===== src/rtl/vram_arbiter_if.sv =====
// Bundle of CPU pixel-op, video scan-out and VRAM port signals around vram_arbiter.
// slave = arbiter side, master = CPU / display timing / VRAM side.
interface vram_arbiter_if #(
    parameter int unsigned HBITS = 7,
    parameter int unsigned VBITS = 6,
    parameter int unsigned PIX_W = 2
);
    logic                     cpu_req;
    logic                     cpu_ready;
    logic [HBITS-1:0]         cpu_hpos;
    logic [VBITS-1:0]         cpu_vpos;
    logic [PIX_W-1:0]         cpu_pixel;
    logic                     cpu_xor;
    logic                     cpu_busy;
    logic                     collision;
    logic                     collision_clr;
    logic                     vid_req;
    logic [HBITS-1:0]         vid_hpos;
    logic [VBITS-1:0]         vid_vpos;
    logic [PIX_W-1:0]         vid_pixel;
    logic                     vid_valid;
    logic [HBITS+VBITS-1:0]   mem_addr;
    logic [PIX_W-1:0]         mem_din;
    logic [PIX_W-1:0]         mem_dout;
    logic                     mem_we;

    modport slave (
        input  cpu_req, cpu_hpos, cpu_vpos, cpu_pixel, cpu_xor, collision_clr,
               vid_req, vid_hpos, vid_vpos, mem_dout,
        output cpu_ready, cpu_busy, collision, vid_pixel, vid_valid,
               mem_addr, mem_din, mem_we
    );

    modport master (
        output cpu_req, cpu_hpos, cpu_vpos, cpu_pixel, cpu_xor, collision_clr,
               vid_req, vid_hpos, vid_vpos, mem_dout,
        input  cpu_ready, cpu_busy, collision, vid_pixel, vid_valid,
               mem_addr, mem_din, mem_we
    );
endinterface


===== src/rtl/vram_arbiter.sv =====
// Single-port VRAM arbiter: video reads have absolute priority, queued CPU pixel ops
// retire through a read-modify-write FSM in the gaps, tracking a sticky XOR collision flag.
module vram_arbiter #(
    parameter int unsigned HBITS      = 7,
    parameter int unsigned VBITS      = 6,
    parameter int unsigned PIX_W      = 2,
    parameter int unsigned FIFO_DEPTH = 4
) (
    input  logic          clk,
    input  logic          rst_n,
    vram_arbiter_if.slave bus
);
    localparam int unsigned PTR_W = (FIFO_DEPTH > 1) ? $clog2(FIFO_DEPTH) : 1;
    localparam int unsigned CNT_W = PTR_W + 1;

    typedef struct packed {
        logic [VBITS-1:0] vpos;
        logic [HBITS-1:0] hpos;
        logic [PIX_W-1:0] pixel;
        logic             is_xor;
    } op_t;

    typedef enum logic [1:0] {IDLE, READ, MODIFY, WRITE} state_t;

    op_t              fifo_q [FIFO_DEPTH];
    logic [PTR_W-1:0] wr_ptr_q, wr_ptr_d;
    logic [PTR_W-1:0] rd_ptr_q, rd_ptr_d;
    logic [CNT_W-1:0] count_q, count_d;
    state_t           state_q;
    op_t              op_q;
    logic [PIX_W-1:0] wdata_q;
    logic             collision_q;
    logic             vid_valid_q;

    logic             fifo_empty, fifo_full, cpu_ready, push, pop, coll_set;
    op_t              head, in_op;

    // FIFO bookkeeping; the FSM only pops from IDLE while video leaves the port free
    always_comb begin
        fifo_empty = (count_q == '0);
        fifo_full  = (count_q == CNT_W'(FIFO_DEPTH));
        cpu_ready  = rst_n && !fifo_full;
        push       = bus.cpu_req && cpu_ready;
        pop        = (state_q == IDLE) && !fifo_empty && !bus.vid_req;
        head       = fifo_q[rd_ptr_q];
        in_op      = '{vpos: bus.cpu_vpos, hpos: bus.cpu_hpos,
                       pixel: bus.cpu_pixel, is_xor: bus.cpu_xor};
        wr_ptr_d   = push ? wr_ptr_q + PTR_W'(1) : wr_ptr_q;
        rd_ptr_d   = pop  ? rd_ptr_q + PTR_W'(1) : rd_ptr_q;
        count_d    = count_q + CNT_W'(push) - CNT_W'(pop);
        coll_set   = (state_q == MODIFY) && (|bus.mem_dout) && (|op_q.pixel);
    end

    always_ff @(posedge clk) begin
        if (push) begin
            fifo_q[wr_ptr_q] <= in_op;
        end
    end

    // RMW sequencer; READ and WRITE stall whenever video owns the port
    always_ff @(posedge clk) begin
        if (!rst_n) begin
            state_q     <= IDLE;
            wr_ptr_q    <= '0;
            rd_ptr_q    <= '0;
            count_q     <= '0;
            op_q        <= '0;
            wdata_q     <= '0;
            collision_q <= 1'b0;
            vid_valid_q <= 1'b0;
        end else begin
            wr_ptr_q    <= wr_ptr_d;
            rd_ptr_q    <= rd_ptr_d;
            count_q     <= count_d;
            vid_valid_q <= bus.vid_req;
            collision_q <= coll_set || (collision_q && !bus.collision_clr);
            case (state_q)
                IDLE: begin
                    if (pop) begin
                        op_q    <= head;
                        wdata_q <= head.pixel;
                        state_q <= head.is_xor ? READ : WRITE;
                    end
                end
                READ: begin
                    if (!bus.vid_req) begin
                        state_q <= MODIFY;
                    end
                end
                MODIFY: begin
                    wdata_q <= bus.mem_dout ^ op_q.pixel;
                    state_q <= WRITE;
                end
                WRITE: begin
                    if (!bus.vid_req) begin
                        state_q <= IDLE;
                    end
                end
                default: state_q <= IDLE;
            endcase
        end
    end

    // Port mux: write enable is gated by reset so a held op is never issued while resetting
    assign bus.cpu_ready = cpu_ready;
    assign bus.cpu_busy  = !fifo_empty || (state_q != IDLE);
    assign bus.collision = collision_q;
    assign bus.vid_valid = vid_valid_q;
    assign bus.vid_pixel = vid_valid_q ? bus.mem_dout : '0;
    assign bus.mem_addr  = bus.vid_req ? {bus.vid_vpos, bus.vid_hpos} : {op_q.vpos, op_q.hpos};
    assign bus.mem_din   = wdata_q;
    assign bus.mem_we    = rst_n && !bus.vid_req && (state_q == WRITE);

endmodule


===== src/flat_wrapper.sv =====
// flat-port wrapper written by rule: the top's interface ports become plain ports
module vram_arbiter_flat 
#(
    parameter int unsigned HBITS      = 7,
    parameter int unsigned VBITS      = 6,
    parameter int unsigned PIX_W      = 2,
    parameter int unsigned FIFO_DEPTH = 4
)
  (clk, rst_n, bus_cpu_req, bus_cpu_hpos, bus_cpu_vpos, bus_cpu_pixel, bus_cpu_xor, bus_collision_clr, bus_vid_req, bus_vid_hpos, bus_vid_vpos, bus_mem_dout, bus_cpu_ready, bus_cpu_busy, bus_collision, bus_vid_pixel, bus_vid_valid, bus_mem_addr, bus_mem_din, bus_mem_we);
  vram_arbiter_if #(.HBITS(HBITS), .VBITS(VBITS), .PIX_W(PIX_W)) bus_i ();
  input  logic clk;
  input  logic rst_n;
  input wire logic [$bits(bus_i.cpu_req)-1:0] bus_cpu_req;
  input wire logic [$bits(bus_i.cpu_hpos)-1:0] bus_cpu_hpos;
  input wire logic [$bits(bus_i.cpu_vpos)-1:0] bus_cpu_vpos;
  input wire logic [$bits(bus_i.cpu_pixel)-1:0] bus_cpu_pixel;
  input wire logic [$bits(bus_i.cpu_xor)-1:0] bus_cpu_xor;
  input wire logic [$bits(bus_i.collision_clr)-1:0] bus_collision_clr;
  input wire logic [$bits(bus_i.vid_req)-1:0] bus_vid_req;
  input wire logic [$bits(bus_i.vid_hpos)-1:0] bus_vid_hpos;
  input wire logic [$bits(bus_i.vid_vpos)-1:0] bus_vid_vpos;
  input wire logic [$bits(bus_i.mem_dout)-1:0] bus_mem_dout;
  output wire logic [$bits(bus_i.cpu_ready)-1:0] bus_cpu_ready;
  output wire logic [$bits(bus_i.cpu_busy)-1:0] bus_cpu_busy;
  output wire logic [$bits(bus_i.collision)-1:0] bus_collision;
  output wire logic [$bits(bus_i.vid_pixel)-1:0] bus_vid_pixel;
  output wire logic [$bits(bus_i.vid_valid)-1:0] bus_vid_valid;
  output wire logic [$bits(bus_i.mem_addr)-1:0] bus_mem_addr;
  output wire logic [$bits(bus_i.mem_din)-1:0] bus_mem_din;
  output wire logic [$bits(bus_i.mem_we)-1:0] bus_mem_we;
  assign bus_i.cpu_req = bus_cpu_req;
  assign bus_i.cpu_hpos = bus_cpu_hpos;
  assign bus_i.cpu_vpos = bus_cpu_vpos;
  assign bus_i.cpu_pixel = bus_cpu_pixel;
  assign bus_i.cpu_xor = bus_cpu_xor;
  assign bus_i.collision_clr = bus_collision_clr;
  assign bus_i.vid_req = bus_vid_req;
  assign bus_i.vid_hpos = bus_vid_hpos;
  assign bus_i.vid_vpos = bus_vid_vpos;
  assign bus_i.mem_dout = bus_mem_dout;
  assign bus_cpu_ready = bus_i.cpu_ready;
  assign bus_cpu_busy = bus_i.cpu_busy;
  assign bus_collision = bus_i.collision;
  assign bus_vid_pixel = bus_i.vid_pixel;
  assign bus_vid_valid = bus_i.vid_valid;
  assign bus_mem_addr = bus_i.mem_addr;
  assign bus_mem_din = bus_i.mem_din;
  assign bus_mem_we = bus_i.mem_we;
  vram_arbiter #(.HBITS(HBITS), .VBITS(VBITS), .PIX_W(PIX_W), .FIFO_DEPTH(FIFO_DEPTH)) u_core (.clk(clk), .rst_n(rst_n), .bus(bus_i));
endmodule

===== config.mk =====
export PLATFORM = sky130hd
export DESIGN_NAME = vram_arbiter_flat
export DESIGN_NICKNAME = d
export VERILOG_FILES = /design/src/rtl/vram_arbiter_if.sv /design/src/rtl/vram_arbiter.sv /design/src/flat_wrapper.sv
export SDC_FILE = /design/constraint.sdc
export NUM_CORES = 1
export LEC_CHECK = 0
export CAP_MARGIN = 15
export CORE_ASPECT_RATIO = 1.75
export CORE_MARGIN = 1.5
export CORE_UTILIZATION = 58
export CTS_CLUSTER_DIAMETER = 120
export DETAILED_ROUTE_END_ITERATION = 10
export PLACE_DENSITY = 0.85
export SLEW_MARGIN = 5
export SYNTH_ARGS = -nofsm -noshare
export SYNTH_HDL_FRONTEND = slang
export SYNTH_SLANG_ARGS = --single-unit

===== constraint.sdc =====
create_clock -name clk -period 6.7 [get_ports clk]
set_clock_uncertainty 0.05 [all_clocks]
set_input_delay 1.34 -clock clk [delete_from_list [all_inputs] [get_ports clk]]
set_output_delay 1.34 -clock clk [all_outputs]
set_load 0.005 [all_outputs]

======== After elaboration in Yosys (flattened, before gate mapping) ========
Memory sizes are Yosys's and may differ from the RTL's. A register that Yosys moved wholly into a read port is not among the register bits.
Cells that the tools add are included.
word-level totals
  word-level logic and storage cells ...... 60
  memory bits (writable) .................. 64
  input bits .............................. 36
  memories kept ........................... 1
  bits in registers ....................... 28
  output and inout port bits .............. 22
cells by class
  muxes and demuxes ....................... 13
  $add $sub $neg .......................... 4
  eq/ne operators ......................... 7
  bitwise logic cells ..................... 1
  reductions and logical operators ........ 24
memories
  memory         words  bits a word  rd ports  clocked after memory_dff  wr ports  RTL line            source
  u_core.fifo_q  4      16           1         1                         1         vram_arbiter.sv:25  op_t fifo_q [FIFO_DEPTH];
operators with widths
  cell                                                                    count
  2-bit 2-to-1 mux                                                        8
  13-bit 2-to-1 mux                                                       1
  1-bit logical AND                                                       9
  2-bit case mux with 4 select lines                                      1
  2-bit by 1-bit adder with 2-bit output (second input constant)          2
  2-bit equality test (second input constant)                             2
  1-bit logical NOT                                                       4
  2-bit != test (second input constant)                                   2
  2-bit case mux with 2 select lines                                      1
  2-bit AND reduction                                                     2
  2-bit nonzero test                                                      2
  2-bit OR reduction                                                      2
  3-bit by 1-bit adder with 3-bit output                                  1
  3-bit equality test (second input constant)                             1
  3-bit logical NOT                                                       1
  3-bit AND reduction                                                     1
  3-bit by 1-bit subtractor with 3-bit output                             1
  2-bit by 1-bit equality test with 1-bit output (second input constant)  1
  2-bit logical NOT                                                       1
  1-bit logical OR                                                        2
  1-bit 2-to-1 mux                                                        2
  2-bit by 1-bit != test with 1-bit output (second input constant)        1
  2-bit XOR                                                               1

======== Logic depth before layout (Yosys ltp) ========
  word-level depth ........................ 6
  mapped depth ............................ 12

======== Least setup slack after synthesis ========
Ideal clock, no wire load.
  kind .................................... in2out
  start ................................... input port bus_vid_req
  end ..................................... output port bus_mem_addr[10]
  slack ................................... 3231 ps
  buffers on the path ..................... 2
  stages .................................. 3
  arrival time ............................ 2079 ps
  data required time ...................... 5310 ps
  cells stage by stage .................... buf_2 > buf_2 > mux2_1
on the way
  word-level cells in the longest chain between the ends .. 1
RTL lines
  item               RTL line             source
  start, declared    flat_wrapper.sv:19   input wire logic [$bits(bus_i.vid_req)-1:0] bus_vid_req;
  13-bit 2-to-1 mux  vram_arbiter.sv:110  assign bus.mem_addr = bus.vid_req ? {bus.vid_vpos, bus.vid_hpos} : {op_q.vpos, op_q.hpos};
  end, declared      flat_wrapper.sv:28   output wire logic [$bits(bus_i.mem_addr)-1:0] bus_mem_addr;
Every way passes these cells.

======== Final worst setup path ========
Ends and elaborated chain as after synthesis.

==> metrics <==
Slew @ Worst Pin 1.13 ns; number of warnings printed during yosys synthesis 0; largest voltage drop on the vdd net 0.302 mV; count leader, synth sky130_fd_sc_hd__edfxtp_1; fraction of the mapped netlist area in compound gates 0.0725; DRC violation count after routing 0; drt first pass iters 4; total wirelength of the detailed-routed design slightly above 7000 um; maximum count of clock buffers along a single path 2; first-pass GRT wire length 11,800 um; Cells after DPL 389; source-to-sink clock delay at the later pin of the worst-skew pair ~0.34 ns; final critical path time including I/O delays and setup roughly 4.6 ns; internal power 0.00114 W; source of the critical timing path bus_vid_req; buffers and inverters on the worst path 2; biggest area contributors in the synthesized netlist sky130_fd_sc_hd__edfxtp_1, sky130_fd_sc_hd__dfxtp_1, sky130_fd_sc_hd__mux4_2; sequential fraction of design power 0.451; fin nets 368; root cell of the clock tree sky130_fd_sc_hd__clkbuf_16; number of synthesized flops with an enable pin 64; met3 routing resource usage after global routing 0.0525; post-synthesis share of cell area spent on and, or, nand and nor gates 0.0690; clock network fraction of design power 0.281; number of violations reported at the end of detailed-routing iteration 0 180; part of the Yosys area used for sequential elements 0.641; hpwl dp 4820 um; startpoint of the lowest-slack register-to-register path u_core.state_q[0]$_SDFFE_PN0P_; share of Yosys cell area claimed by the top area cell type 0.489; worst slew margin relative to its limit 0.242; cell with the most instances on the worst path sky130_fd_sc_hd__clkdlybuf4s50_1; number of ports placed on the die boundary 58; critical path cell sequence clkdlybuf4s50_1, mux2_1, clkdlybuf4s50_1; remaining antenna violation count 0; core region area 6540 um2; worst-path fanout max 19; port bufs 57; Total GRT Usage 0.219; global routing met1 resource utilization 0.248; diodes inserted 0; number of buffers created by CTS 9; arrival time of the worst setup path roughly 3.2 ns; post-route fraction of the period consumed by the critical path 0.685; initial core utilization 0.602; setup repair after global routing missed its margin false; mux cell area share after synthesis 0.131; area added between synthesis and finish 22.0%; number of global-route vias before repair 2,433; buffers inserted during post-CTS setup optimization 0; commonest register cell after synthesis sky130_fd_sc_hd__edfxtp_1; TNS Setup 0 ns; TritonCTS clock tree done; largest net degree at the start of global routing 25; final global-route overflow total 0; final setup violation count 0; outcome completed; number of clock sinks 94; start point of the worst min-delay path u_core.op_q[10]$_SDFFE_PN0P_; main combinational cell family by area after synthesis multiplexers; Final Max Slew Viols 0; longest individual stage delay on the worst path 1.00 ns; number of antenna violations at the first check in global routing 0; hold bufs inserted after CTS 0; Largest delay share family, worst path buffers and inverters; FF/Latch Area 2520 um2; Cell Pwr Density 336 nW/um2; Final Wtd Congestion 0.772; post-synthesis cell area around 3900 um2; combinational power share 0.268; nature of the critical path startpoint primary input; Switching Fraction 0.295; layer carrying the most global-route usage met2; layout filler cell count 441; full die area around 7300 um2; Crit path required time 5.31 ns; internal reg-to-reg setup slack 3.78 ns; highest clock rate 218 MHz; net count after synthesis 317; wire length per cell after detailed routing approximately 18 um; number of violations of the max-capacitance limit 0; die extent in x roughly 65 um; standard-cell rows 39; number of different library cells in the post-synthesis netlist 39; power spent charging and discharging nets between 0.0004 and 0.0005 W; Worst setup EP type output port; total of cells resized after clock tree synthesis 0; count of placed standard cells in the final layout, fillers left out 407; slowest stage cell, crit path sky130_fd_sc_hd__clkdlybuf4s50_1; Post-synth ARST share 0; number of instances in the synthesized netlist 269; adder-cell share of the synthesized area 0.0401; clock-pin slew of the registers on the worst-case setup and hold paths 0.06 ns; average cell area after synthesis 14.6 um2; share of post-route cells with drive strength above 1 0.105; CTS HTree Levels 3; cell types with the highest counts after synthesis sky130_fd_sc_hd__edfxtp_1, sky130_fd_sc_hd__dfxtp_1, sky130_fd_sc_hd__a21oi_1; classification of the worst setup path in2out; routed vias 2,406; leakage power of the design 1.62 nW; synthesized flop and latch total 94; largest area contributor in the synthesized netlist sky130_fd_sc_hd__edfxtp_1; kind of path behind the tightest hold check reg2reg; average vias per placed instance 5.91; M2 GR Usage 0.379; final hold vios 0; multi-input combinational cell area 1270 um2; y dimension of the die 112 um; xor and xnor area share after synthesis 0.00891
## state kept, by name, summed over array words and instances, names as in the netlist, named ones only
| name | count |
|---|---|
| u_core.count_q | 3 |
| u_core.bus.collision | 1 |
| u_core.state_q | 2 |
| u_core.fifo_q | 64 |
| u_core.bus.mem_din | 2 |
| u_core.rd_ptr_q | 2 |
| u_core.bus.vid_valid | 1 |
| u_core.op_q | 15 |
| u_core.wr_ptr_q | 2 |
## path summary, 6_finish.rpt
kind | cells past startpoint | to
max | 3 | bus_mem_addr[10]
max reg2reg | 11 | u_core.count_q[2]$_SDFF_PN0_
min reg2reg | 2 | u_core.op_q[10]$_SDFFE_PN0P_
min | 2 | u_core.op_q[10]$_SDFFE_PN0P_
## per-layer routing
layer | share of wire | vias to the layer above
li1 | - | 1123
met1 | 0.38 | 1195
met2 | 0.56 | 72
met3 | 0.040 | 16
met4 | 0.022 | 0
met5 | 0 | -
## layout by cell type, fill, tap and decap left out, types with 5 or more instances in the layout
cell	netlist	final
sky130_fd_sc_hd__a21oi_1	22	22
sky130_fd_sc_hd__and2_1	11	11
sky130_fd_sc_hd__clkbuf_16	0	9
sky130_fd_sc_hd__clkdlybuf4s50_1	0	57
sky130_fd_sc_hd__dfxtp_1	30	30
sky130_fd_sc_hd__edfxtp_1	64	64
sky130_fd_sc_hd__ha_1	11	11
sky130_fd_sc_hd__inv_1	12	12
sky130_fd_sc_hd__mux2_1	13	13
sky130_fd_sc_hd__mux4_2	16	16
sky130_fd_sc_hd__nand3_1	16	16
sky130_fd_sc_hd__nand4_1	5	5
sky130_fd_sc_hd__o21ai_0	12	12
sky130_fd_sc_hd__o21ai_1	5	5
## worst register-to-register path: stages (launching register included)
cell,delay [ns]
sky130_fd_sc_hd__dfxtp_1,0.39
sky130_fd_sc_hd__inv_1,0.10
sky130_fd_sc_hd__ha_1,0.27
sky130_fd_sc_hd__nand2b_1,0.54
sky130_fd_sc_hd__nor2_1,0.12
sky130_fd_sc_hd__ha_1,0.33
sky130_fd_sc_hd__inv_1,0.04
sky130_fd_sc_hd__ha_1,0.18
sky130_fd_sc_hd__fa_1,0.38
sky130_fd_sc_hd__xnor2_1,0.14
sky130_fd_sc_hd__xnor2_1,0.12
sky130_fd_sc_hd__and2_1,0.15
## kinds of logic after synthesis
group                      after synthesis
adders and majority gates               12
and+or+nand+nor                         48
xor gates and xnor gates                 4
DFF                                     94
muxes                                   30
AOI/OAI and AO/OA                       50
buffers and inverters                   31
## area by class of cell
class,instances,area share
clock buffers,9,0.0469
clock inverters,7,0.00834
inverters,12,0.00938
multi-input cells,144,0.265
flip-flops and latches,94,0.526
well taps,82,0.0214
repair buffers,59,0.124
## power groups by stage
stage               sequential, W  clock [W]  combinational [W]
floorplan                0.000717          0           0.000316
global placement         0.000748          0           0.000390
detailed placement       0.000751          0           0.000407
CTS                      0.000739   0.000459           0.000413
global route             0.000737   0.000482           0.000477
finish                   0.000728   0.000453           0.000432
## stage by stage
step                total power, W  area (um2)  hold slack [ns]   util  setup slack [ns]
finish                     0.00161        4800            0.422  0.734              2.11
floorplan                  0.00103        3930            0.399      -              3.23
CTS                        0.00161        4780            0.426  0.731              2.07
global placement           0.00114        4510            0.411  0.690              2.14
detailed placement         0.00116        4510            0.416  0.690              2.05
global route               0.00170        4800            0.449  0.734              2.00
No activity file was read; power rests on OpenSTA's default activity.
